===== src/rtl/ac_motor_pkg.sv =====
`default_nettype none
// ============================================================================
// Module      : ac_motor_pkg
// Description : Shared constants for the AC-motor PWM modulator: carrier width
//               derivation, phase indices and direction encoding.
// Revision    : 1.0 - initial release
// ============================================================================
package ac_motor_pkg;

    // Default carrier format (fractional bits + amplitude bits)
    localparam int c_BITS_DEFAULT       = 12;
    localparam int c_LEVEL_BITS_DEFAULT = 5;

    // Carrier / reference width is fractional plus amplitude bits, no guard bits
    function automatic int carrier_width(input int bits, input int level_bits);
        return bits + level_bits;
    endfunction

    // Phase indices into per-phase vectors
    localparam int c_PH_U   = 0;
    localparam int c_PH_V   = 1;
    localparam int c_PH_W   = 2;
    localparam int c_NUM_PH = 3;

    // Direction encoding as driven on dir_cw
    localparam logic c_DIR_CW  = 1'b1;
    localparam logic c_DIR_CCW = 1'b0;

endpackage
`default_nettype wire


===== src/rtl/ac_motor_deadtime.sv =====
`default_nettype none
// ============================================================================
// Module      : ac_motor_deadtime
// Description : One inverter leg. Turns a demand bit into complementary
//               high/low gate drives separated by a dead-time gap.
// Revision    : 1.0 - initial release
// ============================================================================
module ac_motor_deadtime
#(
    parameter int DEAD_CYCLES = 8
)
(
    input  logic clk,
    input  logic rst_n,
    input  logic enable,
    input  logic demand,
    output logic gate_h,
    output logic gate_l
);

    localparam int                 c_CNT_W    = $clog2(DEAD_CYCLES + 1);
    localparam logic [c_CNT_W-1:0] c_CNT_LOAD = c_CNT_W'(DEAD_CYCLES);
    localparam logic [c_CNT_W-1:0] c_CNT_ONE  = c_CNT_W'(1);

    logic [c_CNT_W-1:0] r_cnt;
    logic [c_CNT_W-1:0] w_cnt_nxt;
    logic               r_dem_prev;
    logic               r_en_prev;
    logic               r_gate_h;
    logic               r_gate_l;
    logic               w_gate_h_nxt;
    logic               w_gate_l_nxt;
    logic               w_restart;

    // Counter and gate selection: any demand edge, or the first enabled cycle,
    // reloads the gap; a side is only driven once the gap has fully elapsed.
    always_comb begin
        w_restart    = (demand != r_dem_prev) || !r_en_prev;
        w_cnt_nxt    = r_cnt;
        w_gate_h_nxt = 1'b0;
        w_gate_l_nxt = 1'b0;
        if (!enable || w_restart) begin
            w_cnt_nxt = c_CNT_LOAD;
        end else begin
            if (r_cnt != '0) begin
                w_cnt_nxt = r_cnt - c_CNT_ONE;
            end
            if (w_cnt_nxt == '0) begin
                w_gate_h_nxt = demand;
                w_gate_l_nxt = !demand;
            end
        end
    end

    // State and registered gate outputs; reset drops both gates immediately
    always_ff @(posedge clk or negedge rst_n) begin
        if (!rst_n) begin
            r_cnt      <= c_CNT_LOAD;
            r_dem_prev <= 1'b0;
            r_en_prev  <= 1'b0;
            r_gate_h   <= 1'b0;
            r_gate_l   <= 1'b0;
        end else begin
            r_cnt      <= w_cnt_nxt;
            r_dem_prev <= demand;
            r_en_prev  <= enable;
            r_gate_h   <= w_gate_h_nxt;
            r_gate_l   <= w_gate_l_nxt;
        end
    end

    assign gate_h = r_gate_h;
    assign gate_l = r_gate_l;

endmodule
`default_nettype wire


===== src/rtl/ac_motor_pwm_modulator.sv =====
`default_nettype none
// ============================================================================
// Module      : ac_motor_pwm_modulator
// Description : Compares three shadowed phase references against the signed
//               triangle carrier and drives six dead-timed gate outputs.
//               Handles slope/peak/valley tracking, reference shadowing and
//               CW/CCW phase mapping.
// Revision    : 1.0 - initial release
// ============================================================================
module ac_motor_pwm_modulator
    import ac_motor_pkg::*;
#(
    parameter int BITS        = c_BITS_DEFAULT,
    parameter int LEVEL_BITS  = c_LEVEL_BITS_DEFAULT,
    parameter int DEAD_CYCLES = 8,
    parameter int UPDATE_BOTH = 1
)
(
    input  logic                         clk,
    input  logic                         rst_n,
    input  logic                         enable,
    input  logic [BITS+LEVEL_BITS-1:0]   triangle,
    input  logic                         cw_in,
    input  logic                         ccw_in,
    input  logic [BITS+LEVEL_BITS-1:0]   ref_u,
    input  logic [BITS+LEVEL_BITS-1:0]   ref_v,
    input  logic [BITS+LEVEL_BITS-1:0]   ref_w,
    output logic                         gate_uh,
    output logic                         gate_ul,
    output logic                         gate_vh,
    output logic                         gate_vl,
    output logic                         gate_wh,
    output logic                         gate_wl,
    output logic                         sync,
    output logic                         dir_cw
);

    localparam int c_W = carrier_width(BITS, LEVEL_BITS);

    logic [c_W-1:0]      r_tri_q;
    logic [c_W-1:0]      r_tri_q2;
    logic [c_W-1:0]      r_ref_u;
    logic [c_W-1:0]      r_ref_v;
    logic [c_W-1:0]      r_ref_w;
    logic                r_slope_rise;
    logic                r_slope_prev;
    logic                r_sync;
    logic                r_dir_cw;
    logic [c_NUM_PH-1:0] r_demand;

    logic                w_slope_rise_nxt;
    logic                w_valley;
    logic                w_peak;
    logic                w_load;
    logic                w_dir_nxt;
    logic [c_W-1:0]      w_ph_ref [c_NUM_PH];
    logic [c_NUM_PH-1:0] w_demand_nxt;
    logic [c_NUM_PH-1:0] w_gate_h;
    logic [c_NUM_PH-1:0] w_gate_l;

    // Slope tracking, turning-point detection and direction selection
    always_comb begin
        if ($signed(r_tri_q) > $signed(r_tri_q2)) begin
            w_slope_rise_nxt = 1'b1;
        end else if ($signed(r_tri_q) < $signed(r_tri_q2)) begin
            w_slope_rise_nxt = 1'b0;
        end else begin
            w_slope_rise_nxt = r_slope_rise;
        end
        w_valley  = r_slope_rise && !r_slope_prev;
        w_peak    = !r_slope_rise && r_slope_prev;
        w_load    = w_valley || ((UPDATE_BOTH != 0) && w_peak);
        w_dir_nxt = r_dir_cw;
        if (w_valley) begin
            if (cw_in && !ccw_in) begin
                w_dir_nxt = c_DIR_CW;
            end else if (ccw_in && !cw_in) begin
                w_dir_nxt = c_DIR_CCW;
            end
        end
    end

    // Phase map (CCW swaps V and W sources) and signed carrier comparison
    always_comb begin
        w_ph_ref[c_PH_U] = r_ref_u;
        w_ph_ref[c_PH_V] = (r_dir_cw == c_DIR_CW) ? r_ref_v : r_ref_w;
        w_ph_ref[c_PH_W] = (r_dir_cw == c_DIR_CW) ? r_ref_w : r_ref_v;
        for (int p = 0; p < c_NUM_PH; p++) begin
            w_demand_nxt[p] = $signed(w_ph_ref[p]) > $signed(r_tri_q);
        end
    end

    // Carrier pipeline, shadow references, direction latch and demand bits
    always_ff @(posedge clk or negedge rst_n) begin
        if (!rst_n) begin
            r_tri_q      <= '0;
            r_tri_q2     <= '0;
            r_ref_u      <= '0;
            r_ref_v      <= '0;
            r_ref_w      <= '0;
            r_slope_rise <= 1'b1;
            r_slope_prev <= 1'b1;
            r_sync       <= 1'b0;
            r_dir_cw     <= c_DIR_CW;
            r_demand     <= '0;
        end else begin
            r_tri_q      <= triangle;
            r_tri_q2     <= r_tri_q;
            r_slope_rise <= w_slope_rise_nxt;
            r_slope_prev <= r_slope_rise;
            r_sync       <= w_valley;
            r_dir_cw     <= w_dir_nxt;
            r_demand     <= w_demand_nxt;
            if (w_load) begin
                r_ref_u <= ref_u;
                r_ref_v <= ref_v;
                r_ref_w <= ref_w;
            end
        end
    end

    for (genvar gi = 0; gi < c_NUM_PH; gi++) begin : g_phase
        ac_motor_deadtime #(
            .DEAD_CYCLES (DEAD_CYCLES)
        ) u_deadtime (
            .clk    (clk),
            .rst_n  (rst_n),
            .enable (enable),
            .demand (r_demand[gi]),
            .gate_h (w_gate_h[gi]),
            .gate_l (w_gate_l[gi])
        );
    end

    assign gate_uh = w_gate_h[c_PH_U];
    assign gate_ul = w_gate_l[c_PH_U];
    assign gate_vh = w_gate_h[c_PH_V];
    assign gate_vl = w_gate_l[c_PH_V];
    assign gate_wh = w_gate_h[c_PH_W];
    assign gate_wl = w_gate_l[c_PH_W];
    assign sync    = r_sync;
    assign dir_cw  = r_dir_cw;

endmodule
`default_nettype wire

===== config.mk =====
export PLATFORM = sky130hd
export DESIGN_NAME = ac_motor_pwm_modulator
export DESIGN_NICKNAME = d
export VERILOG_FILES = /design/src/rtl/ac_motor_pkg.sv /design/src/rtl/ac_motor_deadtime.sv /design/src/rtl/ac_motor_pwm_modulator.sv
export SDC_FILE = /design/constraint.sdc
export NUM_CORES = 1
export LEC_CHECK = 0
export CAP_MARGIN = 10
export CORE_MARGIN = 10
export CORE_UTILIZATION = 50
export CTS_CLUSTER_SIZE = 12
export DETAILED_ROUTE_END_ITERATION = 8
export PLACE_DENSITY = 0.77
export SLEW_MARGIN = 0
export SYNTH_ARGS = -nofsm -noshare
export SYNTH_HDL_FRONTEND = slang
export SYNTH_SLANG_ARGS = --single-unit

===== constraint.sdc =====
create_clock -name clk -period 2.6 [get_ports clk]
set_input_delay 0.39 -clock clk [delete_from_list [all_inputs] [get_ports clk]]
set_output_delay 0.39 -clock clk [all_outputs]
set_load 0.03 [all_outputs]

==> impl_results.md <==
* Crit-path max cell delay at 0.73 ns
* Post-CTS Setup Repair Bufs at 0
* Dpl ws at 0.179 ns
* Hpwl dp at 10000 microns
* First-pass GRT wire length at 21800 microns
* Crit. End Element: output port
* H-tree depth at 4
* Reg2reg setup slack at 0.19 ns
* DRC violations left at 0
* Tmin final at 2.41 ns
* Synth async-reset ratio at 100%
* Hold_ws at -0.00666 ns
* Leak Pwr at 0.00353 uW
* Fin. Hold Viols at 3
* Power Density at 1090 mW/mm^2
* Post-route cell area at 0.00760 sq mm
* Core ar. at 0.0115 sq mm
* Die Y at 129 microns
* Main synth FF type: dfrtp_1
* Initial DRC count at 265
* RSZ-0062 raised after global routing: false
* IO Count at 81
* Failing checks: negative hold slack
* Initial Util at 51.6%
* Root Driver: clkbuf_16
* Mapped Cells at 493
* N_diodes at 0
* Fin nets at 734
* Final worst-path cycle share at 92.7%
* Arr. time, crit path at 2.02 ns
* Post-synthesis register bit count at 114
* CTS tree: yes
* Number of global-route vias before repair at 4582
* Area grow syn2layout at 28.0%
* Peak VDD IR at 0.665 mV
* Max Freq at 415 MHz
* Critical path's slowest cell: dfstp_4
* Num CTS Buffers at 17
* Reg2reg start: dir_cw
* Status: finished, violations left
* Startpoint types: flop
* Worst Tran Pin Value at 0.639 ns
* Final WL at 13100 microns
* Placement Cell Area at 0.00695 sq mm
* Syn Area/Cell at 12.0 sq um
* Synthesized area at 0.00594 sq mm
* TritonRoute pass-1 iters at 4
* Cell with the most instances after synthesis: dfrtp_1
* Leading area contributor after synthesis: dfrtp_1
* Crit Path Max Fanout at 15
* Util after Layout at 66.0%
* GP Congestion at 0.878
* Clock buffer depth at 2
* Number of flops mapped to enable cells by yosys at 0
* WS Path Type: flop to output port
* Via Count at 4072
* Setup TNS at 0 ns
* Sink Count at 114
* Synth cell types at 35
* Worst EP required at 2.21 ns
* FILL cells at 877
* Worst-Skew Late Latency at 0.42 ns
* Max Slew Vio Count at 0
* Mean routed wirelength per cell at 17.6 microns
* # setup viols final at 0
* Synth Net Count at 639
* Hold-fix buffers, CTS at 0
* Post-synthesis sequential area ratio at 48.2%
* Yosys warns at 0
* Worst r2r path cells at 9
* Cell row count at 39
* Ranking of synthesized cells by area: dfrtp_1, mux2_2, ha_1
* Die Area at 0.0166 sq mm
* Post-cts resize count at 0
* Antenna-violating nets left at 0
* Yosys top cell area share at 45.5%
* Vias per inst at 5.47
* Post-synth top cells: dfrtp_1, mux2_2, ha_1
* Fin Clk Skew at 0.00746 ns
* Pin count of the biggest net entering global routing at 49
* RR Endpoint: r_demand[1]
* Die X at 129 microns
* Antenna violations before repair at 0
* Share of cells above drive strength 1 at 21.8%
* Total Routing Usage GR at 16.8%
* Critical Path, Cell by Cell: buf_4 -> clkdlybuf4s50_1
* Clock transition at the registers of the reported paths at 0.05 ns
* Setup ws final at 0.189 ns
* Max_slew headroom at 57.4%
* Max-Cap Viols at 0
* Global route overflow at 0
* Class of the worst hold path: input port to asynchronous set/reset pin
* Port buffer count at 80
==> final cells by class <==
class                      count  area (sq um)  area share (%)
sequential                   114          2860            37.7
inverter                      46           173            2.27
timing repair buffer          86           868            11.4
tap                          143           179            2.35
multi-input combinational    323          2870            37.7
clock buffer                  23           498            6.55
clock inverter                 9           150            1.98
==> placed cells by master (no fill, tap or decap), drive strengths merged, types with 4 or more instances in the layout <==
cell | synthesis | routed
nand2b | 6 | 6
ha | 73 | 73
nand2 | 12 | 12
nor3 | 11 | 11
o21ai | 7 | 7
a21oi | 19 | 19
bufinv | 0 | 4
nand3 | 8 | 8
clkbuf | 5 | 23
nor2b | 7 | 7
clkdlybuf4s50 | 0 | 79
mux2 | 84 | 84
dfstp | 6 | 6
nand4 | 11 | 11
and4 | 5 | 5
a211oi | 4 | 4
or3 | 6 | 6
buf | 5 | 7
xnor2 | 6 | 6
a21o | 18 | 18
nor2 | 23 | 23
inv | 46 | 46
dfrtp | 108 | 108
==> metrics by stage <==
stage / cells / total power, uW
5_1_grt: 744 / 8880
6_report: 744 / 8300
4_1_cts: 744 / 8370
3_5_place_dp: 712 / 5790
2_1_floorplan: 493 / 4930
3_3_place_gp: 712 / 5620
==> how the worst max path moves through the flow <==
stage | from | endpoint | slack, ns | depth (start not counted)
3_5_place_dp | dir_cw | r_demand[1] | 0.18 | 9
5_1_grt | dir_cw | r_demand[2] | 0.05 | 9
2_1_floorplan | dir_cw | r_demand[1] | 0.09 | 10
4_1_cts | dir_cw | dir_cw | 0.11 | 2
3_3_place_gp | dir_cw | r_demand[1] | 0.23 | 9
6_report | dir_cw | dir_cw | 0.19 | 2
==> per-layer routing <==
| layer | track usage [%] | vias up | part of all wire [%] |
|---|---|---|---|
| met5 | 0 | - | 0 |
| met4 | 6.69 | 0 | 1.8 |
| met3 | 5.67 | 20 | 5.3 |
| met2 | 29.5 | 97 | 52 |
| met1 | 18.2 | 1996 | 41 |
| li1 | - | 1959 | - |
==> cell families after synthesis <==
logic type	count (synthesis)	synth area share (%)
muxes	86	16.3
buffers and inverters	56	3.58
AOI/OAI and AO/OA	64	7.33
adders and majority gates	73	15.4
and+or+nand+nor	93	8.24
DFF	114	48.2
xor gates and xnor gates	7	1.03
==> state kept, by name (all words and copies together) (netlist names) <==
name                           cells
r_tri_q2                          17
r_slope_prev                       1
r_ref_u                           17
g_phase.u_deadtime.r_cnt          12
r_ref_w                           17
g_phase.u_deadtime.gate_l          3
r_demand                           3
g_phase.u_deadtime.r_dem_prev      3
g_phase.u_deadtime.r_en_prev       1
g_phase.u_deadtime.gate_h          3
sync                               1
r_tri_q                           17
r_ref_v                           17
dir_cw                             1
r_slope_rise                       1
==> where the power goes <==
| part | switching (uW) | internal, uW | leakage [uW] |
|---|---|---|---|
| clock | 794 | 1720 | 0.000315 |
| sequential | 455 | 2350 | 0.00135 |
| combinational | 1320 | 1660 | 0.00187 |
| total | 2570 | 5730 | 0.00353 |
==> worst max-delay path: cells and delay by family, from the launching register on <==
kind / cells / cell delay (ns)
flops: 1 / 0.73
buf+inv: 2 / 0.87
Power figures use the tool's default switching activity.
